## src/rtl/mips_pkg.sv

```systemverilog
// Shared opcode/funct constants, FSM state and ALU control encodings for the multicycle MIPS core.
// Latency: n/a (declarations only).
// Backpressure: n/a.
package mips_pkg;

  localparam logic [5:0] OP_R    = 6'h00;
  localparam logic [5:0] OP_J    = 6'h02;
  localparam logic [5:0] OP_BEQ  = 6'h04;
  localparam logic [5:0] OP_ADDI = 6'h08;
  localparam logic [5:0] OP_LW   = 6'h23;
  localparam logic [5:0] OP_SW   = 6'h2B;

  localparam logic [5:0] FN_ADD = 6'h20;
  localparam logic [5:0] FN_SUB = 6'h22;
  localparam logic [5:0] FN_AND = 6'h24;
  localparam logic [5:0] FN_OR  = 6'h25;
  localparam logic [5:0] FN_SLT = 6'h2A;

  typedef enum logic [2:0] {
    ST_FETCH  = 3'd0,
    ST_DECODE = 3'd1,
    ST_EXEC   = 3'd2,
    ST_MEM    = 3'd3,
    ST_WB     = 3'd4,
    ST_HALT   = 3'd5
  } state_t;

  typedef enum logic [2:0] {
    ALU_ADD = 3'd0,
    ALU_SUB = 3'd1,
    ALU_AND = 3'd2,
    ALU_OR  = 3'd3,
    ALU_SLT = 3'd4
  } alu_ctrl_t;

  function automatic logic opcode_legal(input logic [5:0] op);
    return (op == OP_R) || (op == OP_J) || (op == OP_BEQ) ||
           (op == OP_ADDI) || (op == OP_LW) || (op == OP_SW);
  endfunction

  function automatic logic funct_legal(input logic [5:0] fn);
    return (fn == FN_ADD) || (fn == FN_SUB) || (fn == FN_AND) ||
           (fn == FN_OR) || (fn == FN_SLT);
  endfunction

endpackage

```

## src/rtl/alu.sv

```systemverilog
// Shared integer ALU: add/sub/and/or/signed slt, wrapping at W bits; zero flag for branch compare.
// Latency: combinational. Backpressure: none.
// Ports: ctrl (operation), a/b (operands), y (result), zero (y == 0).
module alu
  import mips_pkg::*;
#(
  parameter int W = 32
) (
  input  alu_ctrl_t    ctrl,
  input  logic [W-1:0] a,
  input  logic [W-1:0] b,
  output logic [W-1:0] y,
  output logic         zero
);

  always_comb begin
    y = '0;
    case (ctrl)
      ALU_ADD: y = a + b;
      ALU_SUB: y = a - b;
      ALU_AND: y = a & b;
      ALU_OR:  y = a | b;
      ALU_SLT: y = {{(W-1){1'b0}}, ($signed(a) < $signed(b))};
      default: y = '0;
    endcase
  end

  assign zero = (y == '0);

endmodule

```

## src/rtl/mips_regfile.sv

```systemverilog
// Register file: two asynchronous read ports, one synchronous write port, register 0 reads as zero.
// Latency: reads combinational, write visible after the clock edge. Backpressure: none.
// Ports: clk/reset (sync, clears all), ra_a/ra_b -> rd_a/rd_b, we/wa/wd write port.
module mips_regfile #(
  parameter int DATA_W = 32,
  parameter int NREGS  = 32,
  parameter int RW     = $clog2(NREGS)
) (
  input  logic              clk,
  input  logic              reset,
  input  logic [RW-1:0]     ra_a,
  input  logic [RW-1:0]     ra_b,
  output logic [DATA_W-1:0] rd_a,
  output logic [DATA_W-1:0] rd_b,
  input  logic              we,
  input  logic [RW-1:0]     wa,
  input  logic [DATA_W-1:0] wd
);

  logic [DATA_W-1:0] regs [NREGS];

  always_ff @(posedge clk) begin
    if (reset) begin
      for (int i = 0; i < NREGS; i++) regs[i] <= '0;
    end else if (we && (wa != '0)) begin
      regs[wa] <= wd;
    end
  end

  assign rd_a = (ra_a == '0) ? '0 : regs[ra_a];
  assign rd_b = (ra_b == '0) ? '0 : regs[ra_b];

endmodule

```

## src/rtl/mips_multicycle_core.sv

```systemverilog
// Multicycle MIPS subset core (R add/sub/and/or/slt, addi, lw, sw, beq, j) over one shared memory port.
// Latency: beq/j 3, R/addi/sw 4, lw 5 cycles with zero-wait memory; +1 per memory wait cycle.
// Backpressure: mem_req/we/addr/wdata held until mem_ready; halts on illegal opcode/funct or misaligned data.
// Ports: clk, reset (sync, active-high); mem_* request port; halt, retire pulse, pc_out.
// Optional MIPS_MC_PERF_CNT_EN adds cycle_cnt (non-halted cycles) and instr_cnt (retired instructions).
module mips_multicycle_core
  import mips_pkg::*;
#(
  parameter int                DATA_W   = 32,
  parameter int                ADDR_W   = 32,
  parameter logic [ADDR_W-1:0] RESET_PC = '0,
  parameter int                NREGS    = 32
) (
  input  logic              clk,
  input  logic              reset,
  output logic              mem_req,
  output logic              mem_we,
  output logic [ADDR_W-1:0] mem_addr,
  output logic [DATA_W-1:0] mem_wdata,
  input  logic              mem_ready,
  input  logic [DATA_W-1:0] mem_rdata,
  output logic              halt,
  output logic              retire,
  output logic [ADDR_W-1:0] pc_out
`ifdef MIPS_MC_PERF_CNT_EN
  ,
  output logic [31:0]       cycle_cnt,
  output logic [31:0]       instr_cnt
`endif
);

  localparam int RW = $clog2(NREGS);
  // Low 28 bits replaced by a jump; upper PC bits are kept.
  localparam logic [ADDR_W-1:0] JMASK = ADDR_W'((64'd1 << 28) - 64'd1);

  state_t            state, state_nx;
  logic [ADDR_W-1:0] pc, br_target;
  logic [31:0]       ir;
  logic [DATA_W-1:0] a_q, b_q, alu_out, mdr;
  logic [DATA_W-1:0] rf_rd_a, rf_rd_b, rf_wd, alu_b, alu_y, sext_imm;
  logic [ADDR_W-1:0] br_off, jt;
  logic [RW-1:0]     rf_wa;
  logic              rf_we, alu_zero;
  alu_ctrl_t         alu_ctrl;

  wire  [5:0]  opcode = ir[31:26];
  wire  [5:0]  funct  = ir[5:0];
  wire  [15:0] imm16  = ir[15:0];
  wire  [27:0] j28    = {ir[25:0], 2'b00};
  logic        unused_shamt;
  assign unused_shamt = ^ir[10:6];

  assign sext_imm = {{(DATA_W-16){imm16[15]}}, imm16};
  assign br_off   = {{(ADDR_W-18){imm16[15]}}, imm16, 2'b00};
  // pc already holds PC+4 in DECODE, which is the base for both targets.
  assign jt       = (pc & ~JMASK) | (ADDR_W'(j28) & JMASK);

  mips_regfile #(.DATA_W(DATA_W), .NREGS(NREGS), .RW(RW)) u_rf (
    .clk  (clk),
    .reset(reset),
    .ra_a (ir[21 +: RW]),
    .ra_b (ir[16 +: RW]),
    .rd_a (rf_rd_a),
    .rd_b (rf_rd_b),
    .we   (rf_we),
    .wa   (rf_wa),
    .wd   (rf_wd)
  );

  // One ALU serves R-type ops, immediate/address adds and the beq compare (SUB + zero).
  always_comb begin
    alu_ctrl = ALU_ADD;
    alu_b    = sext_imm;
    if (opcode == OP_R) begin
      alu_b = b_q;
      case (funct)
        FN_SUB:  alu_ctrl = ALU_SUB;
        FN_AND:  alu_ctrl = ALU_AND;
        FN_OR:   alu_ctrl = ALU_OR;
        FN_SLT:  alu_ctrl = ALU_SLT;
        default: alu_ctrl = ALU_ADD;
      endcase
    end else if (opcode == OP_BEQ) begin
      alu_b    = b_q;
      alu_ctrl = ALU_SUB;
    end
  end

  alu #(.W(DATA_W)) u_alu (
    .ctrl(alu_ctrl),
    .a   (a_q),
    .b   (alu_b),
    .y   (alu_y),
    .zero(alu_zero)
  );

  assign rf_wa     = (opcode == OP_R) ? ir[11 +: RW] : ir[16 +: RW];
  assign rf_wd     = (opcode == OP_LW) ? mdr : alu_out;
  assign mem_addr  = (state == ST_FETCH) ? pc : ADDR_W'(alu_out);
  assign mem_wdata = b_q;
  assign halt      = (state == ST_HALT);
  assign pc_out    = pc;

  always_ff @(posedge clk) begin
    if (reset) state <= ST_FETCH;
    else       state <= state_nx;
  end

  // Requests are masked while reset is held so an aborted access drops immediately.
  always_comb begin
    state_nx = state;
    mem_req  = 1'b0;
    mem_we   = 1'b0;
    retire   = 1'b0;
    rf_we    = 1'b0;
    case (state)
      ST_FETCH: begin
        mem_req = !reset;
        if (mem_ready) state_nx = ST_DECODE;
      end
      ST_DECODE: state_nx = opcode_legal(opcode) ? ST_EXEC : ST_HALT;
      ST_EXEC: begin
        case (opcode)
          OP_R:         state_nx = funct_legal(funct) ? ST_WB : ST_HALT;
          OP_ADDI:      state_nx = ST_WB;
          OP_LW, OP_SW: state_nx = (alu_y[1:0] != 2'b00) ? ST_HALT : ST_MEM;
          OP_BEQ, OP_J: begin
            retire   = 1'b1;
            state_nx = ST_FETCH;
          end
          default:      state_nx = ST_HALT;
        endcase
      end
      ST_MEM: begin
        mem_req = !reset;
        mem_we  = !reset && (opcode == OP_SW);
        if (mem_ready) begin
          retire   = (opcode == OP_SW);
          state_nx = (opcode == OP_SW) ? ST_FETCH : ST_WB;
        end
      end
      ST_WB: begin
        rf_we    = 1'b1;
        retire   = 1'b1;
        state_nx = ST_FETCH;
      end
      ST_HALT: state_nx = ST_HALT;
      default: state_nx = ST_HALT;
    endcase
  end

  always_ff @(posedge clk) begin
    if (reset) begin
      pc        <= RESET_PC;
      br_target <= '0;
      ir        <= '0;
      a_q       <= '0;
      b_q       <= '0;
      alu_out   <= '0;
      mdr       <= '0;
    end else begin
      case (state)
        ST_FETCH: if (mem_ready) begin
          ir <= mem_rdata[31:0];
          pc <= pc + ADDR_W'(4);
        end
        ST_DECODE: begin
          a_q       <= rf_rd_a;
          b_q       <= rf_rd_b;
          br_target <= (opcode == OP_J) ? jt : pc + br_off;
        end
        ST_EXEC: begin
          alu_out <= alu_y;
          if ((opcode == OP_J) || ((opcode == OP_BEQ) && alu_zero)) pc <= br_target;
        end
        ST_MEM: if (mem_ready && (opcode == OP_LW)) mdr <= mem_rdata;
        default: ;
      endcase
    end
  end

`ifdef MIPS_MC_PERF_CNT_EN
  always_ff @(posedge clk) begin
    if (reset) begin
      cycle_cnt <= '0;
      instr_cnt <= '0;
    end else begin
      if (state != ST_HALT) cycle_cnt <= cycle_cnt + 32'd1;
      if (retire)           instr_cnt <= instr_cnt + 32'd1;
    end
  end
`endif

endmodule

```

## config.mk

```make
export PLATFORM = sky130hd
export DESIGN_NAME = mips_multicycle_core
export DESIGN_NICKNAME = d
export VERILOG_FILES = /design/src/rtl/mips_pkg.sv /design/src/rtl/alu.sv /design/src/rtl/mips_regfile.sv /design/src/rtl/mips_multicycle_core.sv
export SDC_FILE = /design/constraint.sdc
export NUM_CORES = 2
export LEC_CHECK = 0
export ABC_AREA = 0
export CAP_MARGIN = 20
export CORE_ASPECT_RATIO = 0.7
export CORE_MARGIN = 2
export CORE_UTILIZATION = 57
export CTS_BUF_LIST = sky130_fd_sc_hd__clkbuf_16
export DETAILED_ROUTE_END_ITERATION = 8
export GPL_TIMING_DRIVEN = 0
export PLACE_DENSITY_LB_ADDON = 0.12
export SLEW_MARGIN = 20
export SYNTH_ARGS = -nofsm -noshare
export SYNTH_HDL_FRONTEND = slang
export SYNTH_SLANG_ARGS = --single-unit
```

## constraint.sdc

```tcl
create_clock -name clk -period 5.2 [get_ports clk]
set_clock_uncertainty 0.15 [all_clocks]
set_input_delay 1.04 -clock clk [delete_from_list [all_inputs] [get_ports clk]]
set_output_delay 1.04 -clock clk [all_outputs]
set_load 0.02 [all_outputs]
```

==> metrics.md <==
| Metric | Value |
|---|---|
| Drt drc | 0 |
| Flop and latch count out of synthesis | 1261 |
| Via density | roughly 7.3 |
| Hold/Removal Path Class | register to register |
| Simple-gate share of the synthesized area | 0.1163 |
| Number of max-cap violations | 0 |
| Compound-gate portion of the synthesized area | 0.06414 |
| Fin util | 0.6584 |
| CTS Buffer Depth | 3 |
| Initial antenna violation count | 8 |
| Gr usage total | 0.4506 |
| Sum Neg Setup Slack | -36.79 ns |
| Share of layout cells above drive strength 1 | 0.2125 |
| CTS Hold Buffers Added | 0 |
| Routability cong. | a little over 1 |
| Area Overhead vs Synth | 14.75% |
| Synth Area in Adders | 0.02651 |
| Fin crit share | 1.224 |
| Finished layout cell area | 78410 um2 |
| CP Capture Type | register |
| Wire length per cell | about 37 um |
| Syn Std Cell Area | 68330 um2 |
| Sequential fraction of the synthesis area | 0.5194 |
| Final hold viol count | 0 |
| TritonCTS buffer count | about 120 |
| Crit path required time | 5.67 ns |
| Worst slew pin tran | 1.346 ns |
| Port Buf Inserts | 134 |
| Leak | 25.72 nW |
| RR Endpoint | pc_out[12]$_SDFFE_PP0P_ |
| Hold_sp | mdr[7]$_SDFFE_PP0P_ |
| Syn Area/Cell | 12.49 um2 |
| Yosys cell types | 91 |
| Final wirelength | 279300 um |
| Setup slack, reg-to-reg | -1.16 ns |
| Rows | 106 |
| Unrepaired setup endpoints after global routing | yes |
| Worst Reg2Reg Path Length in Cells | 18 |
| Arrival time worst endpoint | ~6.8 ns |
| TritonCTS clock tree | built |
| Finished Layout Cells | 7527 |
| Die extent in x | 417.8 um |
| Sink Count | 1261 |
| Rel. slew slack | 0.1024 |
| Total chip power | 29.52 mW |
| Initial core utilization | 0.5737 |
| Cell area power density | roughly 380 nW/um2 |
| Clk_lat worst skew | 0.81 ns |
| Final min period | approximately 6.4 ns |
| Peak VDD IR | 0.0003117 V |
| Total gr overflow | 0 |
| Core Area | approximately 120000 um2 |
| Setup ws final | -1.164 ns |
| Clock slew at reported path FFs | 0.07 ns |
| Antenna viol nets, final | 0 |
| DPL Wire Length | ~200000 um |
| Syn Inst Count | 5471 |
| H-tree Lvls | 3 |
| Cell Area, Placed | 72590 um2 |
| Worst setup path end | pc_out[12]$_SDFFE_PP0P_ |
| Final Slew Violations | 0 |
| Final setup vio count | 84 |
| Worst r2r src | ir[2]$_SDFFE_PP0P_ |
| Die area | 122700 um2 |
| Die Ht | 293.7 um |
| # IOs | between 100 and 150 |
| Primary flip-flop cell chosen by synthesis mapping | edfxtp_1 |
| FMAX | 157.1 MHz |
| Violated checks | negative setup slack |
| First-pass GRT wire length | 381100 um |
| Startpoint Class | register |
| Mux share of post-synthesis cell area | 0.2360 |
| Dpl cells | 7223 |
| Status | finished with violations |
| Xor-xnor portion of the synthesized cell area | 0.003461 |
| First-pass iteration count of the detailed router | 6 |
| Post-synth EDFFs | 1024 |
| Number of global-route vias before repair | ~51000 |
| DRT iter0 DRCs | approximately 9900 |
| Main combinational cell family by area after synthesis | multiplexers |
| Crit-path max FO | 10 |
| Critical path class | register to register |
| Syn. warnings | 0 |
| Via count | 54755 |
| Final Net Count | 6027 |
| Clock root buffer | clkbuf_16 |
| Asr flop ratio synth | 0 |
| CP Launch Point | ir[2]$_SDFFE_PP0P_ |
| Pin count of the biggest net entering global routing | 33 |
## stage by stage
step                hold WS, ns  worst slack, ns
finish                   0.3050           -1.164
global route             0.3204           -1.105
CTS                      0.3054          -0.9287
detailed placement       0.2970           -2.257
global placement         0.2927           -2.263
floorplan                0.2816          -0.1850
## metal layers
metal / track usage / share of wire
met1: 0.6250 / 0.36
met5: 0.005124 / 0.00067
met4: 0.2054 / 0.059
met3: 0.2329 / 0.19
met2: 0.5844 / 0.39
## synth_stat cells (all sizes together), types with 6 or more instances
cell type | n | share of area
a21boi | 8 | 0.00088
a221oi | 11 | 0.0014
nand4 | 20 | 0.0018
mux4 | 640 | 0.21
nand2b | 20 | 0.0018
a211o | 6 | 0.00077
mux2 | 51 | 0.0084
a311oi | 17 | 0.0022
a211oi | 37 | 0.0041
and3 | 21 | 0.0019
o221ai | 9 | 0.0013
nor2b | 27 | 0.0025
clkbuf | 405 | 0.022
a221o | 10 | 0.0015
and2 | 9 | 0.00082
or3 | 8 | 0.00073
mux2i | 114 | 0.017
edfxtp | 1024 | 0.45
nand2 | 359 | 0.020
xor2 | 14 | 0.0018
nand3 | 41 | 0.0030
o211ai | 35 | 0.0039
o21ai | 103 | 0.0076
or4 | 8 | 0.00099
buf | 87 | 0.0055
o21a | 21 | 0.0023
nor2 | 1310 | 0.072
nor4 | 16 | 0.0016
a21o | 40 | 0.0044
o22ai | 12 | 0.0011
nor3 | 59 | 0.0043
a22oi | 8 | 0.00088
a31oi | 20 | 0.0018
nor3b | 8 | 0.0010
ha | 140 | 0.026
nand3b | 17 | 0.0019
a2111oi | 6 | 0.00088
a21oi | 274 | 0.020
dfxtp | 237 | 0.069
inv | 112 | 0.0062
xnor2 | 13 | 0.0017
o31ai | 16 | 0.0018
## cells in the final DEF, fill, tap and decap left out, types with 19 or more instances in the layout
cell	count
nor2_1	1304
edfxtp_1	1024
mux4_2	640
clkbuf_1	354
nand2_1	322
a21oi_1	246
dfxtp_1	234
inv_1	134
clkdlybuf4s50_1	134
clkbuf_16	127
ha_1	122
mux2i_1	106
o21ai_0	77
buf_4	60
nor3_1	53
clkbuf_2	46
a21o_1	40
nand3_1	40
mux2_2	39
buf_1	36
o211ai_1	34
a211oi_1	34
conb_1	32
buf_2	28
nand2_4	24
nor2b_1	23
clkinv_2	23
o21a_1	21
buf_6	21
nand2b_1	20
nand4_1	20
a21oi_2	20
and3_1	19
a31oi_1	19
## kinds of logic after synthesis
family | count (synthesis)
AOI/OAI and AO/OA | 687
xor gates and xnor gates | 27
adders and majority gates | 143
buffers and inverters | 605
DFF | 1261
muxes | 805
other | 1
and+or+nand+nor | 1942
## critical path, cell delays in order (launching register included)
cell	delay, ns
dfxtp_1	0.34
clkbuf_1	0.58
nor3b_2	0.26
a21oi_1	0.31
nand2b_1	0.15
clkbuf_1	0.55
buf_2	0.46
clkbuf_2	0.41
o221ai_1	0.20
a22oi_1	0.54
nand2_1	0.11
nor4_1	0.36
nand4_1	0.26
or4_4	0.68
a21oi_4	0.21
buf_12	0.18
buf_6	0.13
mux2i_1	0.20
a311oi_1	0.06
## final cells by class
cell class | count | area, um2
clock inverters | 103 | 855.8
plain buffers | 487 | 2160
multi-input cells | 3636 | 31950
flip-flops and latches | 1261 | 35500
fillers | 8874 | 40690
repair buffers | 231 | 2456
diodes | 7 | 17.52
well taps | 1566 | 1959
inverters | 113 | 434.2
clock buffers | 123 | 3078
## sequential cells by signal, indices dropped and copies added (netlist names), named ones only
register / flops
a_q: 32
alu_out: 32
u_rf.regs: 1024
pc_out: 32
br_target: 32
mdr: 32
ir: 32
state: 3
mem_wdata: 32
## worst min-delay path by stage
| stage | end | slack, ns | cells after the start |
|---|---|---|---|
| after floorplan | br_target[0]$_SDFFE_PP0P_ | 0.28 | 2 |
| after global placement | mdr[3]$_SDFFE_PP0P_ | 0.29 | 2 |
| after detailed placement | br_target[0]$_SDFFE_PP0P_ | 0.30 | 2 |
| after CTS | mdr[7]$_SDFFE_PP0P_ | 0.31 | 2 |
| final | mdr[7]$_SDFFE_PP0P_ | 0.31 | 2 |
| after global routing | mdr[25]$_SDFFE_PP0P_ | 0.32 | 2 |
## report_power, final
| part | switching [mW] | leakage [nW] | internal (mW) |
|---|---|---|---|
| registers | 0.465 | 12.5 | 11.3 |
| logic | 5.36 | 11.2 | 3.24 |
| clock network | 4.19 | 2.05 | 4.93 |
| total | 10.0 | 25.7 | 19.5 |
## timing repair
action                     4_1_cts  5_1_grt
setup endpoints to repair       73      834
hold endpoints to repair         0        0
gates resized for setup        137      142
pin swaps                       45       58
gates cloned                     2        2
buffers inserted                37       28
Power figures use the tool's default switching activity.
